File: src/rtl/reg_wb_pkg.sv
// Shared types and constants for the register writeback unit.
package reg_wb_pkg;

  // Width of one result and of one register in the file.
  localparam int DATA_W  = 16;
  // Register index width (16 registers).
  localparam int ADDR_W  = 4;
  // Width of the register file's write-index port.
  localparam int WCODE_W = 16;

  // One pending register write: destination index plus result.
  typedef struct packed {
    logic [ADDR_W-1:0] dest;
    logic [DATA_W-1:0] data;
  } wb_entry_t;

  // The register file takes a 16-bit index; the upper bits are always zero.
  function automatic logic [WCODE_W-1:0] wb_write_code(input logic [ADDR_W-1:0] dest);
    return WCODE_W'(dest);
  endfunction

endpackage

File: src/rtl/wb_fifo_2in1out.sv
// Circular writeback buffer: up to two pushes and one pop per clock.
// Push A is always older than push B when both occur in the same cycle.
// The caller guarantees there is room for every push it issues.
module wb_fifo_2in1out
  import reg_wb_pkg::*;
#(
  parameter  int DEPTH = 4,
  localparam int PTR_W = (DEPTH > 1) ? $clog2(DEPTH) : 1,
  localparam int CNT_W = $clog2(DEPTH + 1)
) (
  input  logic                        clock,
  input  logic                        reset_n,
  input  logic                        i_push_a,
  input  wb_entry_t                   i_entry_a,
  input  logic                        i_push_b,
  input  wb_entry_t                   i_entry_b,
  input  logic                        i_pop,
  output wb_entry_t                   o_head,
  output logic      [CNT_W-1:0]       o_count,
  output wb_entry_t [DEPTH-1:0]       o_entries,
  output logic      [DEPTH-1:0]       o_entry_vld
);

  wb_entry_t        r_mem [DEPTH];
  logic [PTR_W-1:0] r_head;
  logic [PTR_W-1:0] r_tail;
  logic [CNT_W-1:0] r_count;

  logic             w_pop;
  logic [1:0]       w_n_push;
  logic [PTR_W-1:0] w_slot_b;

  // Pointer advance modulo DEPTH (DEPTH need not be a power of two).
  function automatic logic [PTR_W-1:0] ptr_add(input logic [PTR_W-1:0] p, input int n);
    int s;
    s = int'(p) + n;
    if (s >= DEPTH) s = s - DEPTH;
    return PTR_W'(s);
  endfunction

  // Pop only when something is there; push count is 0..2.
  always_comb begin
    w_pop    = i_pop && (r_count != '0);
    w_n_push = {1'b0, i_push_a} + {1'b0, i_push_b};
    w_slot_b = i_push_a ? ptr_add(r_tail, 1) : r_tail;
  end

  // Entry storage: A lands at the tail, B right behind it (or at the tail alone).
  always_ff @(posedge clock) begin
    if (i_push_a) r_mem[r_tail]   <= i_entry_a;
    if (i_push_b) r_mem[w_slot_b] <= i_entry_b;
  end

  // Pointers and occupancy; reset empties the buffer and discards pending writes.
  always_ff @(posedge clock or negedge reset_n) begin
    if (!reset_n) begin
      r_head  <= '0;
      r_tail  <= '0;
      r_count <= '0;
    end else begin
      if (w_pop) r_head <= ptr_add(r_head, 1);
      r_tail  <= ptr_add(r_tail, int'(w_n_push));
      r_count <= r_count + CNT_W'(w_n_push) - CNT_W'(w_pop);
    end
  end

  // Oldest-first view of the buffer with a valid mask for the live entries.
  always_comb begin
    o_head  = r_mem[r_head];
    o_count = r_count;
    for (int k = 0; k < DEPTH; k++) begin
      o_entries[k]   = r_mem[ptr_add(r_head, k)];
      o_entry_vld[k] = (k < int'(r_count));
    end
  end

endmodule

File: src/rtl/reg_writeback_unit.sv
// Writeback stage in front of the 16x16 register file: buffers ALU and load
// results in order, writes one per clock, and forwards pending results to
// the operand-read stage.
//
// Producer handshake: alu_valid / mem_valid are sampled at the rising edge.
// A result is taken only if in_ready is high in that cycle; in_ready never
// depends on the valids. A result offered while in_ready is low is dropped
// and sets the sticky overflow_err.
module reg_writeback_unit
  import reg_wb_pkg::*;
#(
  parameter int DEPTH = 4
) (
  input  logic              clock,
  input  logic              reset_n,
  input  logic              alu_valid,
  input  logic [ADDR_W-1:0] alu_dest,
  input  logic [DATA_W-1:0] alu_data,
  input  logic              mem_valid,
  input  logic [ADDR_W-1:0] mem_dest,
  input  logic [DATA_W-1:0] mem_data,
  output logic              in_ready,
  output logic              w_flag,
  output logic [WCODE_W-1:0] write_code,
  output logic [DATA_W-1:0] w_data,
  input  logic [ADDR_W-1:0] rd_addr1,
  input  logic [ADDR_W-1:0] rd_addr2,
  output logic              fwd_hit1,
  output logic [DATA_W-1:0] fwd_data1,
  output logic              fwd_hit2,
  output logic [DATA_W-1:0] fwd_data2,
  output logic              overflow_err
);

  localparam int CNT_W = $clog2(DEPTH + 1);

  wb_entry_t              w_alu_entry;
  wb_entry_t              w_mem_entry;
  wb_entry_t              w_head;
  wb_entry_t [DEPTH-1:0]  w_entries;
  logic      [DEPTH-1:0]  w_entry_vld;
  logic      [CNT_W-1:0]  w_count;
  logic                   w_push_alu;
  logic                   w_push_mem;
  logic                   w_nonempty;
  logic                   r_overflow;

  // Accept only when two free slots remain, so a dual offer always fits.
  always_comb begin
    in_ready    = (int'(w_count) + 2) <= DEPTH;
    w_push_alu  = alu_valid && in_ready;
    w_push_mem  = mem_valid && in_ready;
    w_alu_entry = '{dest: alu_dest, data: alu_data};
    w_mem_entry = '{dest: mem_dest, data: mem_data};
    w_nonempty  = (w_count != '0);
  end

  wb_fifo_2in1out #(
    .DEPTH (DEPTH)
  ) u_fifo (
    .clock       (clock),
    .reset_n     (reset_n),
    .i_push_a    (w_push_alu),
    .i_entry_a   (w_alu_entry),
    .i_push_b    (w_push_mem),
    .i_entry_b   (w_mem_entry),
    .i_pop       (w_nonempty),
    .o_head      (w_head),
    .o_count     (w_count),
    .o_entries   (w_entries),
    .o_entry_vld (w_entry_vld)
  );

  // Register-file write port: head entry whenever the buffer is non-empty, else zeros.
  always_comb begin
    w_flag     = w_nonempty;
    write_code = w_nonempty ? wb_write_code(w_head.dest) : '0;
    w_data     = w_nonempty ? w_head.data : '0;
  end

  // Sticky drop indicator; only reset clears it.
  always_ff @(posedge clock or negedge reset_n) begin
    if (!reset_n) begin
      r_overflow <= 1'b0;
    end else if ((alu_valid || mem_valid) && !in_ready) begin
      r_overflow <= 1'b1;
    end
  end

  assign overflow_err = r_overflow;

  // Forwarding: scan oldest to youngest so the youngest match wins; head included.
  always_comb begin
    fwd_hit1  = 1'b0;
    fwd_data1 = '0;
    fwd_hit2  = 1'b0;
    fwd_data2 = '0;
    for (int k = 0; k < DEPTH; k++) begin
      if (w_entry_vld[k] && (w_entries[k].dest == rd_addr1)) begin
        fwd_hit1  = 1'b1;
        fwd_data1 = w_entries[k].data;
      end
      if (w_entry_vld[k] && (w_entries[k].dest == rd_addr2)) begin
        fwd_hit2  = 1'b1;
        fwd_data2 = w_entries[k].data;
      end
    end
  end

endmodule
File: config.mk
export PLATFORM = sky130hd
export DESIGN_NAME = reg_writeback_unit
export DESIGN_NICKNAME = d
export VERILOG_FILES = /design/src/rtl/reg_wb_pkg.sv /design/src/rtl/wb_fifo_2in1out.sv /design/src/rtl/reg_writeback_unit.sv
export SDC_FILE = /design/constraint.sdc
export NUM_CORES = 1
export LEC_CHECK = 0
export ABC_AREA = 1
export CAP_MARGIN = 15
export CELL_PAD_IN_SITES_DETAIL_PLACEMENT = 0
export CELL_PAD_IN_SITES_GLOBAL_PLACEMENT = 2
export CORE_MARGIN = 1
export CORE_UTILIZATION = 29
export CTS_BUF_LIST = sky130_fd_sc_hd__clkbuf_2 sky130_fd_sc_hd__clkbuf_4 sky130_fd_sc_hd__clkbuf_8
export CTS_CLUSTER_DIAMETER = 80
export DETAILED_ROUTE_END_ITERATION = 16
export PLACE_DENSITY = 0.75
export SYNTH_ARGS = -nofsm -noshare
export SYNTH_HDL_FRONTEND = slang
export SYNTH_SLANG_ARGS = --single-unit
File: constraint.sdc
create_clock -name clock -period 6.2 [get_ports clock]
set_input_delay 1.24 -clock clock [delete_from_list [all_inputs] [get_ports clock]]
set_output_delay 1.24 -clock clock [all_outputs]
set_load 0.03 [all_outputs]
==> results.md, run 1 <==
- Status: finished, final reports clean
- Final setup viols: 0
- Area of the core: ~27000 um2
- Min cycle time layout: around 5.3 ns
- Drt total wl: 26500 um
- Post-CTS resize count: 0
- Main synth FF type: edfxtp_1
- CP Capture Type: output port
- Overflow after GRT: 0
- Setup TNS: 0 ns
- First-iteration detailed-routing DRC count: slightly below 600
- Area added between synthesis and finish: 16.4%
- IO Pins: 121
- Asr flop ratio synth: under 10%
- Routed Antenna Nets: 0
- Fmax: about 0.19 GHz
- Via Count: 7799
- Data required time of the worst path: around 5 ns
- Drt pass-1 iters: 5
- Slew Limit Fails: 0
- Most common cell after layout, fill and taps aside: nand2_1
- Yosys warning count: 0
- Nets: about 1400
- Maximum clock path buffer count: 2
- Gate Count Post-Synth: roughly 1300
- DIE WIDTH: approximately 170 um
- Vias per cell: 4.61
- Die H: around 170 um
- Number of global-route vias before repair: ~6900
- Tot GR Track Use: about a fifth
- Cts bufs inserted: 9
- Worst Path Max Fanout: between 60 and 70
- Clock slew at reported path FFs: 0.09 ns
- Clk_skew: ~0.013 ns
- CTS tree: done
- Starting Density: between 20% and 30%
- Max cap viols: 0
- Post-CTS setup buffers: 0
- Worst Setup Start Kind: register
- Port bufs: 108
- CTS H-tree lvls: 3
- Commonest cells after routing, fill and taps aside: nand2_1 (557), o21ai_0 (141), clkdlybuf4s50_1 (108)
- Seq/Total Area, Yosys: around 32%
- Worst-Skew Late Latency: between 0.3 and 0.4 ns
- Unique cell type count in the Yosys netlist: 35
- Synthesized flop and latch total: 88
- Diodes inserted: 0
- Hold Buf Count CTS: 0
- Cell Rows: 60
- Worst Setup Path Type: register to output port
- Mapped cell area: just over 8000 um2
- First-pass GRT wire length: approximately 41000 um
- Largest net degree at the start of global routing: between 60 and 70
- DRC: 0
- Die Footprint: roughly 29000 um2
- RSZ-0062 raised after global routing: false
- CTS root buf: clkbuf_8
- Initial antenna violation count: 0
- Post-synth EDFFs: 80
- Slew @ Worst Pin: 1.11 ns
- Fin. Hold Viols: 0
- Synth Area per Inst: between 6 and 7 um2
- Tcrit/Tclk final: roughly 85%
- Share of post-route cells with drive strength above 1: under 10%
- DP HPWL: 20200 um
- Crit path DAT: 4.04 ns
- Avg WL per Cell: between 15 and 20 um
- Relative slew slack: a little over a quarter
- GPL Wtd Cong: 0.845
- HP Class: register to register
- # clock sinks: between 80 and 90
[path summary, 6_finish.rpt]
check	endpoint	start	cells past startpoint	slack, ns
setup / recovery	fwd_data1[14]	u_fifo.r_head[0]	14	0.92
hold / removal	overflow_err	overflow_err	1	0.49
setup reg to reg	u_fifo.r_mem[3][5]	u_fifo.o_count[2]	9	3.09
hold reg to reg	overflow_err	overflow_err	1	0.49
max in group asynchronous	u_fifo.r_head[0]	reset_n	1	4.70
min in group asynchronous	u_fifo.r_head[1]	reset_n	1	1.17
[flip-flops by register name, summed over array words and instances (netlist names)]
name / count
u_fifo.r_mem: 80
u_fifo.r_head: 2
u_fifo.r_tail: 2
u_fifo.o_count: 3
overflow_err: 1
[critical path, stage by stage (launching register included)]
cell             delay, ns
dfrtp_2               0.60
inv_4                 0.56
nand2_1               0.13
nand2_2               0.21
nand2_1               0.13
nand3_1               0.10
nand2_1               0.12
nor2_4                0.39
nand3_4               0.29
nand2_1               0.14
nand2_1               0.06
nand2_1               0.05
nand2_1               0.07
nand2_1               0.11
clkdlybuf4s50_1       0.69
[routing by layer]
| layer | global-route usage, % | share of wire (%) | up-vias |
|---|---|---|---|
| met2 | 25.0 | 38 | 199 |
| li1 | - | - | 4140 |
| met5 | 0 | 0 | - |
| met3 | 2.08 | 5.0 | 12 |
| met4 | 3.64 | 0.81 | 0 |
| met1 | 31.0 | 56 | 3448 |
[cell type report]
cell class                 instances  area, um2
fill                            3042      17800
multi-input combinational       1028       4750
sequential                        88       2600
timing repair buffer             118       1160
tap                              372        465
inverter                          69        262
clock buffer                      10        131
clock inverter                     6       45.0
[cells in the mapped netlist, types with 11 or more instances]
master	number	area, um2
nand2_1	557	2090
o21ai_0	141	706
nor2_1	94	353
nand3_1	89	445
edfxtp_1	80	2400
inv_1	68	255
buf_2	29	145
clkbuf_1	24	90.1
buf_4	22	165
mux2i_1	16	160
nand4_1	16	100
o21a_1	16	120
or2_2	16	100
nand2_2	14	87.6
o21ai_1	11	55.1
[per-stage QoR]
stage | std cells | util, % | hold WS [ns] | area (um2) | worst slack (ns)
floorplan | 1272 | - | 0.534 | 8130 | 2.60
global placement | 1675 | 34.0 | 0.465 | 9240 | 0.948
detailed placement | 1675 | 34.0 | 0.469 | 9240 | 0.948
CTS | 1691 | 34.7 | 0.495 | 9420 | 0.900
global route | 1691 | 34.7 | 0.528 | 9420 | 0.567
finish | 1691 | 34.7 | 0.486 | 9420 | 0.922
[logic make-up after synthesis]
logic type	share of synthesized area, %
compound gates	11.4
xor+xnor	1.64
buf+inv	9.57
other cells	0.0464
flops	32.2
fa+ha+maj	1.64
mux	1.98
simple gates	41.5
Power of run 1 is not shown: default switching activity piles up to over one toggle a cycle in this logic, so the estimate is an artifact.
==> inputs of run 2 (changes only) <==
Settings changed: CORE_UTILIZATION 29 to 33, PLACE_DENSITY 0.75 to 0.85.
==> results.md, run 2 (same netlist as run 1, synthesis figures left out) <==
- Status: finished, final reports clean
- DIE WIDTH: 159 um
- Non-filler cells, final: roughly 1600
- Worst Setup Start Kind: register
- CTS root buf: clkbuf_8
- Diodes inserted: 0
- Reg2reg start: u_fifo.o_count[2]
- # clock sinks: 88
- Drt pass-1 iters: 5
- Worst r2r dst: u_fifo.r_mem[2][5]
- Layout filler cell count: 2539
- Fin. Hold Viols: 0
- IO Pins: about 120
- Drt total wl: 25500 um
- DP HPWL: just under 20000 um
- Die Footprint: approximately 25000 um2
- Slew Limit Fails: 0
- Setup TNS: 0 ns
- Worst Hold Endpoint: overflow_err
- GPL Wtd Cong: 0.838
- Worst Hold Depth: 1
- Avg WL per Cell: roughly 16 um
- Post-CTS resize count: 0
- Share of post-route cells with drive strength above 1: approximately 5.8%
- Layout Utilization: 39.5%
- FF-to-FF setup slack: about 3.1 ns
- Cell Rows: 56
- Most common cell after layout, fill and taps aside: nand2_1
- Max reg flops: 80
- Relative slew slack: around 28%
- Tot GR Track Use: a little over a fifth
- First-iteration detailed-routing DRC count: about 650
- Clk_skew: between 0.01 and 0.015 ns
- Die H: 159 um
- Port bufs: between 100 and 150
- Area of the core: around 24000 um2
- Fmax: 0.189 GHz
- Crit path DAT: 4.05 ns
- CTS H-tree lvls: 3
- Hold path start: overflow_err
- Commonest cells after routing, fill and taps aside: nand2_1 (557), o21ai_0 (141), clkdlybuf4s50_1 (108)
- Min cycle time layout: approximately 5.3 ns
- Register area: roughly 2600 um2
- Cts bufs inserted: 9
- Maximum clock path buffer count: 2
- Multi-input logic area: ~4800 um2
- Nets: roughly 1400
- Data required time of the worst path: ~5.0 ns
- DRC: 0
- Largest net degree at the start of global routing: between 60 and 70
- Starting Density: about 34%
- Area added between synthesis and finish: 15.9%
- Hold Buf Count CTS: 0
- Overflow after GRT: 0
- Clock slew at reported path FFs: 0.09 ns
- Worst Setup Path Type: register to output port
- Via Count: 7938
- Routed Antenna Nets: 0
- Tcrit/Tclk final: roughly 85%
- First-pass GRT wire length: approximately 40000 um
- Max cap viols: 0
- Initial antenna violation count: 0
- CTS tree: done
- Worst-Skew Late Latency: 0.36 ns
- Placed insts: ~1600
- Slew @ Worst Pin: approximately 1.1 ns
- Largest register by flop count: u_fifo.r_mem
- Number of global-route vias before repair: between 6000 and 7000
- Reg2Reg Depth: 9
- RSZ-0062 raised after global routing: false
- Final setup viols: 0
- Vias per cell: roughly 4.8
- HP Class: register to register
- Post-CTS setup buffers: 0
- Worst Path Max Fanout: 67
- CP Capture Type: output port
[run 2: changes by cell type in the layout (fill, tap and decap cells not counted), sizes merged]
cell      before  now
clkinv         2    4
buf           10   12
clkbuf        10    9
clkinvlp       3    2
[run 2: cell type report]
type	instances	area share (%)
Tap cell	319	4.26
Timing Repair Buffer	120	12.7
Sequential cell	88	27.8
Multi-Input combinational cell	1028	50.7
Inverter	69	2.79
Clock buffer	9	1.32
Clock inverter	7	0.494
[run 2: worst max-delay path: stages (launching register included)]
cell             delay, ns
dfrtp_2               0.62
buf_4                 0.66
nand2_1               0.16
nand3_1               0.12
nand2_1               0.11
xor2_1                0.16
nor2_1                0.12
nand3_2               0.59
nand2_1               0.29
nand2_1               0.10
nand2_1               0.07
clkdlybuf4s50_1       0.67
[run 2: how the worst max path moves through the flow]
stage,start,to,slack [ns]
after floorplan,rd_addr1[3],fwd_data1[10],2.60
after global routing,u_fifo.r_head[0],fwd_data1[11],0.58
final,u_fifo.r_head[0],fwd_data1[5],0.91
after global placement,rd_addr1[1],fwd_data1[5],0.94
after CTS,u_fifo.r_head[0],fwd_data1[5],0.91
after detailed placement,rd_addr1[1],fwd_data1[5],1.01
[run 2: stage by stage]
| stage | setup slack (ns) | hold WS [ns] | instance area (um2) |
|---|---|---|---|
| 2_1_floorplan | 2.60 | 0.534 | 8130 |
| 3_3_place_gp | 0.945 | 0.465 | 9180 |
| 3_5_place_dp | 1.01 | 0.466 | 9180 |
| 4_1_cts | 0.905 | 0.497 | 9350 |
| 5_1_grt | 0.583 | 0.537 | 9380 |
| 6_report | 0.914 | 0.494 | 9380 |
[run 2: layer usage]
metal  vias to the layer above  GRT usage (%)  part of all wire (%)
met5                         -              0                     0
met4                         0           3.57                  0.70
met3                        12           2.48                   6.6
met2                       256           28.4                    38
met1                      3525           34.3                    54
li1                       4145              -                     -
Power of run 2 is left out for the same reason.
==> inputs of run 3 (changes only) <==
Settings changed: GPL_TIMING_DRIVEN set to 0.
==> results.md, run 3 (same netlist as run 1, synthesis figures left out) <==
- Status: finished, final reports clean
- Diodes inserted: 0
- Min cycle time layout: 4.92 ns
- Drt pass-1 iters: 5
- Slew Limit Fails: 0
- Avg WL per Cell: 16.7 um
- DP HPWL: 23900 um
- GPL Wtd Cong: around 0.88
- Fin. Hold Viols: 0
- Register area: between 2000 and 3000 um2
- Routed Antenna Nets: 0
- Starting Density: between 30 and 40%
- Area of the core: 23800 um2
- Data required time of the worst path: between 4 and 5 ns
- Die Footprint: between 20000 and 30000 um2
- Initial antenna violation count: 0
- Post-CTS setup buffers: 0
- Die H: ~160 um
- Drt total wl: roughly 29000 um
- CP Capture Type: output port
- Post-CTS resize count: 0
- Cell Rows: 56
- Clock slew at reported path FFs: 0.08 ns
- Tcrit/Tclk final: around 80%
- Commonest cells after routing, fill and taps aside: nand2_1 (557), o21ai_0 (141), clkdlybuf4s50_1 (108)
- Max reg flops: 80
- Max cap viols: 0
- DRC: 0
- DIE WIDTH: around 160 um
- # clock sinks: between 80 and 90
- Vias per cell: roughly 4.8
- Worst Setup Path Type: input port to output port
- Worst Hold Depth: 1
- Multi-input logic area: around 4800 um2
- Port bufs: ~110
- IO Pins: ~120
- Tot GR Track Use: about 23%
- Relative slew slack: between 30% and 40%
- First-pass GRT wire length: ~44000 um
- Overflow after GRT: 0
- Cts bufs inserted: 9
- Layout Utilization: around 41%
- Reg2Reg Depth: 11
- Nets: roughly 1500
- Via Count: roughly 8300
- Most common cell after layout, fill and taps aside: nand2_1
- CTS root buf: clkbuf_8
- Maximum clock path buffer count: 2
- Crit path DAT: ~3.7 ns
- Layout filler cell count: 2579
- First-iteration detailed-routing DRC count: 522
- Fmax: slightly above 0.2 GHz
- CTS H-tree lvls: 3
- Worst Setup Start Kind: input port
- Share of post-route cells with drive strength above 1: under 10%
- Setup TNS: 0 ns
- Clk_skew: between 0.005 and 0.006 ns
- Number of global-route vias before repair: between 7000 and 8000
- Largest register by flop count: u_fifo.r_mem
- Slew @ Worst Pin: just over 1 ns
- Final setup viols: 0
- CTS tree: done
- Area added between synthesis and finish: 21.6%
- Largest net degree at the start of global routing: 21
- HP Class: register to register
- Worst-Skew Late Latency: approximately 0.35 ns
- RSZ-0062 raised after global routing: false
- Hold Buf Count CTS: 0
- Worst Path Max Fanout: 10
==> run 3: cell types whose count changed in the layout (fill, tap and decap cells not counted), sizes merged <==
cell	before	now
clkinv	4	3
inv	70	69
clkinvlp	2	1
buf	12	63
bufinv	0	2
clkbuf	9	34
==> run 3: final cells by class <==
class / instances / share of cell area, %
Buffer: 87 / 5.22
Clock buffer: 10 / 1.34
Clock inverter: 6 / 0.954
Inverter: 69 / 2.66
Multi-Input combinational cell: 1028 / 48.3
Sequential cell: 88 / 26.5
Tap cell: 319 / 4.06
Timing Repair Buffer: 108 / 11.0
==> run 3: path summary, 6_finish.rpt <==
path | start | to | slack (ns)
setup reg to reg | u_fifo.o_count[2] | u_fifo.r_mem[1][9] | 2.75
max in group asynchronous | reset_n | overflow_err | 4.74
setup / recovery | rd_addr1[1] | fwd_data1[10] | 1.28
hold reg to reg | overflow_err | overflow_err | 0.49
hold / removal | overflow_err | overflow_err | 0.49
min in group asynchronous | reset_n | u_fifo.r_head[0] | 1.18
==> run 3: metrics by stage <==
stage               hold slack (ns)  area (um2)  setup WS, ns  std cells
floorplan                     0.534        8130          2.60       1272
global placement              0.467        9610          1.23       1699
detailed placement            0.475        9610          1.26       1699
CTS                           0.504        9840          1.25       1715
global route                  0.537        9840          1.07       1715
finish                        0.488        9840          1.28       1715
==> run 3: layer usage <==
| metal | track usage, % | vias up | part of all wire [%] |
|---|---|---|---|
| met5 | 0 | - | 0 |
| met3 | 1.63 | 16 | 4.0 |
| met2 | 37.0 | 232 | 44 |
| li1 | - | 4304 | - |
| met1 | 34.4 | 3740 | 51 |
| met4 | 4.53 | 0 | 0.64 |
==> run 3: critical path, cell delays in order <==
cell             delay [ns]
clkdlybuf4s50_1        0.58
inv_1                  0.13
nand3_1                0.10
nand3_1                0.14
nor2_4                 0.22
buf_4                  0.21
nand3_1                0.07
nand2_1                0.06
nand2_1                0.04
nand2_1                0.09
nand2_1                0.06
nand2_1                0.07
clkdlybuf4s50_1        0.67
Power of run 3 is left out for the same reason.
==> patch 1, RTL diff (settings of run 2) <==
Set the package constant `DATA_W` to 32 (it was 16).
--- a/src/rtl/reg_wb_pkg.sv
+++ b/src/rtl/reg_wb_pkg.sv
@@ -3,5 +3,5 @@
 
   // Width of one result and of one register in the file.
-  localparam int DATA_W  = 16;
+  localparam int DATA_W  = 32;
   // Register index width (16 registers).
   localparam int ADDR_W  = 4;
Interface: changed (5 resized); port bits go from 121 to 201. No check against the original RTL was run, so the function may have changed too.
==> patch 1 against run 2 <==
- design area increased by 71%
- die area increased by 69%
- worst setup slack got worse by 0.31 ns
- sequential cell count increased by 64
- area after synthesis increased by 70%
- routed wire length increased by 100%
- cell count increased by 70%
- critical endpoint is now fwd_data1[12]
Power is not shown: default switching activity piles up to over one toggle a cycle in this logic, so the estimate is an artifact.
==> patch 1: results (changes against run 2) <==
| Metric | Value |
|---|---|
| Status | `complete, no violations` |
| DP Wirelength | `32900 um (+71%)` |
| Max FFs per register | `144 (+80%)` |
| Slowest cell delay on critical path | `0.92 ns (+0.25 ns)` |
| Post-synthesis mux area share | `2.34% (+0.36 points)` |
| Register area share after synthesis | `33.0% (+0.82 points)` |
| Routed Antenna Nets | `0 (unchanged)` |
| CP Max Fanout | `77 (+15%)` |
| Drt first-iter violations | `1045 (+61%)` |
| GPL Wtd Cong | `0.865 (+3.3%)` |
| Worst-case clock buffer depth | `2 (unchanged)` |
| Largest net degree at the start of global routing | `129 (+87%)` |
| Global-route wire length before repair | `78300 um (+97%)` |
| Area after DPL | `15600 um2 (+69%)` |
| Compound-Gate Fraction of Synth Area | `12.6% (+1.1 points)` |
| Final layout net count | `2338 (+70%)` |
| Netlist cell types | `37 (+5.7%)` |
| Synth Area in Adders | `0.967% (-0.67 points)` |
| Vias per Instance | `5.11 (+5.6%)` |
| Post-CTS sizing | `0 (unchanged)` |
| Vias in the first global route | `13300 (+94%)` |
| Worst Skew | `0.0240 ns (+0.0110 ns)` |
| Slew @ Worst Pin | `1.24 ns (+0.172 ns)` |
| Most flop-heavy register | `u_fifo.r_mem` |
| Cells after Synth | `2166 (+72%)` |
| Top cells by count, synth | `nand2_1 (978), o21ai_0 (276), nor2_1 (173), edfxtp_1 (144), nand3_1 (138)` |
| Total CTS buffers | `17 (+8)` |
| Clk_lat worst skew | `0.49 ns (+0.13 ns)` |
| Drt wl/cell | `18.5 um (+19%)` |
| Post-CTS Setup Inserts | `0 (unchanged)` |
| Initial antenna violation count | `1 (+1)` |
| Layout cells sized above 1 | `8.46% (+2.7 points)` |
| XOR/XNOR Fraction of Synth Area | `0.967% (-0.67 points)` |
| Root Driver | `clkbuf_8` |
| Final Hold Vio Count | `0 (unchanged)` |
| Post-synthesis async set-or-reset flop share | `5.26% (-3.8 points)` |
| Post-synth EDFFs | `144 (+80%)` |
| HP Class | `reg2reg` |
| IO Port Bufs | `188 (+74%)` |
| Ant. Diodes | `0 (unchanged)` |
| Non-filler instance count after layout | `2789 (+70%)` |
| Worst EP arrival | `4.35 ns (+0.30 ns)` |
| Top cells by area, synth | `edfxtp_1 (32%), nand2_1 (27%), o21ai_0 (10%), nand3_1 (5.0%), nor2_1 (4.7%)` |
| H-tree Lvls | `4 (+1)` |
| CP max-delay cell | `dfrtp_4` |
| Pre-antenna DRT Iters | `6 (+1)` |
| Global Route Usage Sum | `24.6% (+3.7 points)` |
[patch 1: worst paths after layout]
path / start / to / slack, ns / cells after the start
max reg2reg: u_fifo.o_count[2] / u_fifo.r_mem[3][21] / 3.27 / 10
max: u_fifo.r_head[0] / fwd_data1[12] / 0.61 / 15
max in group asynchronous: reset_n / u_fifo.r_head[0] / 4.83 / 1
min reg2reg: overflow_err / overflow_err / 0.48 / 1
min in group asynchronous: reset_n / u_fifo.r_tail[0] / 1.05 / 1
min: overflow_err / overflow_err / 0.48 / 1
[patch 1: layer usage]
layer | GRT usage (%) | vias up | part of all wire (%)
met5 | 0 | - | 0.025
met4 | 6.88 | 2 | 1.7
met3 | 2.92 | 57 | 5.9
met2 | 41.8 | 478 | 47
met1 | 32.8 | 6593 | 45
li1 | - | 7129 | -
[patch 1: final cells by class]
cell class                      count  area [um2]
Clock inverter                      9         154
Clock buffer                       23         279
Sequential cell                   152        4530
Tap cell                          532         666
Timing Repair Buffer              212        2000
Multi-Input combinational cell   1760        8000
Fill cell                        4379       24900
Inverter                          101         387
[patch 1: cell families after synthesis]
kind of cell	count (synthesis)
compound gates	323
xor+xnor	13
fa+ha+maj	10
buf+inv	265
flops	152
mux	32
other cells	1
simple gates	1370
[patch 1: per-stage QoR]
step / worst slack [ns] / utilization, % / hold slack, ns
6_report: 0.607 / 39.1 / 0.481
5_1_grt: 0.286 / 39.1 / 0.513
4_1_cts: 0.356 / 39.1 / 0.489
3_5_place_dp: 0.887 / 38.0 / 0.466
3_3_place_gp: 0.931 / 38.0 / 0.472
2_1_floorplan: 2.66 / - / 0.521
==> patch 2, RTL diff (settings of run 2) <==
Without the edit above. Put a register stage on the output `w_flag`, cleared by the reset. The value now appears one clock later. The other outputs are not delayed to match.
--- a/src/rtl/reg_writeback_unit.sv
+++ b/src/rtl/reg_writeback_unit.sv
@@ -34,4 +34,6 @@
 
   localparam int CNT_W = $clog2(DEPTH + 1);
+
+  logic w_flag_d;
 
   wb_entry_t              w_alu_entry;
@@ -74,5 +76,5 @@
   // Register-file write port: head entry whenever the buffer is non-empty, else zeros.
   always_comb begin
-    w_flag     = w_nonempty;
+    w_flag_d   = w_nonempty;
     write_code = w_nonempty ? wb_write_code(w_head.dest) : '0;
     w_data     = w_nonempty ? w_head.data : '0;
@@ -108,3 +110,11 @@
   end
 
+  always_ff @(posedge clock or negedge reset_n) begin
+    if (!reset_n) begin
+      w_flag <= '0;
+    end else begin
+      w_flag <= w_flag_d;
+    end
+  end
+
 endmodule
Function: changed (a bounded check fails within 4 cycles, from zero or initial values and one cycle with reset_n low).
==> patch 2 against run 2 <==
- first-iteration DRC count down 9.7%
- count of clock-buffer cells in the layout stayed put
- sequential cell count grew 1
- routed wire length is 2.5% lower
- critical path type unchanged
- via count fell by 1.5%
- cell count increased by 0.24%
- area after synthesis is 0.31% higher
- design area rose by 0.36%
- die area grew 0.30%
- the run now ends with design-rule violations left
- sequential share of layout area increased by 0.17 points
- worst setup slack better by 0.096 ns
Power is left out: the tool's default activity adds up to more than one toggle a clock period on the data nets, which glitch-free logic cannot reach.
==> patch 2: results (changes against run 2) <==
| Metric | Value |
|---|---|
| IO Port Bufs | `108 (unchanged)` |
| Ys flop type | `edfxtp_1` |
| DP Wirelength | `19200 um (-0.45%)` |
| Drt first-iter violations | `586 (-9.7%)` |
| H-tree Lvls | `3 (unchanged)` |
| Total CTS buffers | `9 (unchanged)` |
| Post-CTS Setup Inserts | `0 (unchanged)` |
| Clock transition at path regs | `0.10 ns` |
| Failing checks | `design-rule violations` |
| Initial antenna violation count | `0 (unchanged)` |
| Status | `complete, but fails checks` |
| Worst EP arrival | `3.95 ns (-0.10 ns)` |
| Worst-case clock buffer depth | `2 (unchanged)` |
| CP Max Fanout | `73 (+9.0%)` |
| Pre-antenna DRT Iters | `11 (+6)` |
| Final layout net count | `1377 (-0.073%)` |
| Global-route wire length before repair | `40100 um (+0.63%)` |
| Syn. warnings | `0 (unchanged)` |
| Ant. Diodes | `0 (unchanged)` |
| Post-synth EDFFs | `80 (unchanged)` |
| Netlist cell types | `35 (unchanged)` |
| Clk_lat worst skew | `0.36 ns (about the same)` |
| Register area share after synthesis | `32.4% (+0.21 points)` |
| Top cells by count, synth | `nand2_1 (557), o21ai_0 (141), nor2_1 (94), nand3_1 (89), edfxtp_1 (80)` |
| DRC | `2 (+2)` |
| Layout cells sized above 1 | `5.68% (-0.071 points)` |
| Vias per Instance | `4.75 (-1.8%)` |
| HP Class | `reg2reg` |
| Post-synthesis async set-or-reset flop share | `10.1% (+1.0 points)` |
| Largest net degree at the start of global routing | `74 (+7.2%)` |
| Top cells by area, synth | `edfxtp_1 (30%), nand2_1 (26%), o21ai_0 (8.7%), nand3_1 (5.5%), nor2_1 (4.3%)` |
| Slew @ Worst Pin | `1.01 ns (-0.0583 ns)` |
| Max FFs per register | `80 (unchanged)` |
| Worst Skew | `0.0116 ns (-0.00133 ns)` |
| Drt wl/cell | `15.2 um (-2.7%)` |
| Post-CTS sizing | `0 (unchanged)` |
| Vias in the first global route | `6965 (+1.7%)` |
| Root Driver | `clkbuf_8` |
| GPL Wtd Cong | `0.848 (+1.2%)` |
| Most flop-heavy register | `u_fifo.r_mem` |
| Fillcell total | `2608 (+2.7%)` |
| Global Route Usage Sum | `20.0% (-0.90 points)` |
| Pre-CTS setup slack | `1.07 ns (+0.0550 ns)` |
patch 2: cell types whose count changed after synthesis, sizes merged:
cell   before  now
dfrtp       8    9
patch 2: worst paths after layout:
kind	from	end	slack, ns	cells after the start
setup / recovery	u_fifo.r_head[0]	fwd_data2[3]	1.01	12
hold / removal	overflow_err	overflow_err	0.49	1
setup reg to reg	u_fifo.o_count[2]	u_fifo.r_mem[3][11]	3.15	9
hold reg to reg	overflow_err	overflow_err	0.49	1
max in group asynchronous	reset_n	u_fifo.r_head[0]	4.62	1
min in group asynchronous	reset_n	u_fifo.r_tail[0]	1.21	1
patch 2: final cells by class:
type                       count  share of cell area [%]
multi-input combinational   1028                    50.5
sequential                    89                    27.9
tap                          324                    4.31
clock inverter                 7                   0.891
clock buffer                   9                    1.32
inverter                      69                    2.78
timing repair buffer         118                    12.3
patch 2: through the flow:
| step | hold slack, ns | area, um2 | utilization (%) | instances |
|---|---|---|---|---|
| floorplan | 0.534 | 8160 | - | 1273 |
| global placement | 0.469 | 9210 | 38.0 | 1628 |
| detailed placement | 0.470 | 9210 | 38.0 | 1628 |
| CTS | 0.497 | 9410 | 38.8 | 1644 |
| global route | 0.533 | 9410 | 38.8 | 1644 |
| finish | 0.493 | 9410 | 38.8 | 1644 |
patch 2: layer usage:
metal  vias up  track usage [%]  share of wire [%]
li1       4139                -                  -
met1      3454             33.1                 55
met5         -                0                  0
met3         8             1.59                5.4
met2       216             27.6                 40
met4         0             3.22               0.55
patch 2: cell families after synthesis:
group                    after synthesis  share of synthesized area [%]
AO/OA/AOI/OAI                        175                           11.4
XOR/XNOR                              13                           1.63
adder cells (fa/ha/maj)               10                           1.63
buffers and inverters                156                           9.55
flip-flops                            89                           32.4
multiplexers                          16                           1.97
other                                  1                         0.0462
AND/OR/NAND/NOR                      802                           41.4
patch 2: worst max-delay path: stages, from the launching register on:
cell,delay [ns]
dfrtp_2,0.57
buf_4,0.66
nand2_1,0.15
nand3_1,0.12
and2_1,0.22
nor2_1,0.06
nor2_1,0.12
nand3_2,0.57
nor2_1,0.32
nor2_1,0.06
nand2_1,0.08
nand2_1,0.05
clkdlybuf4s50_1,0.58
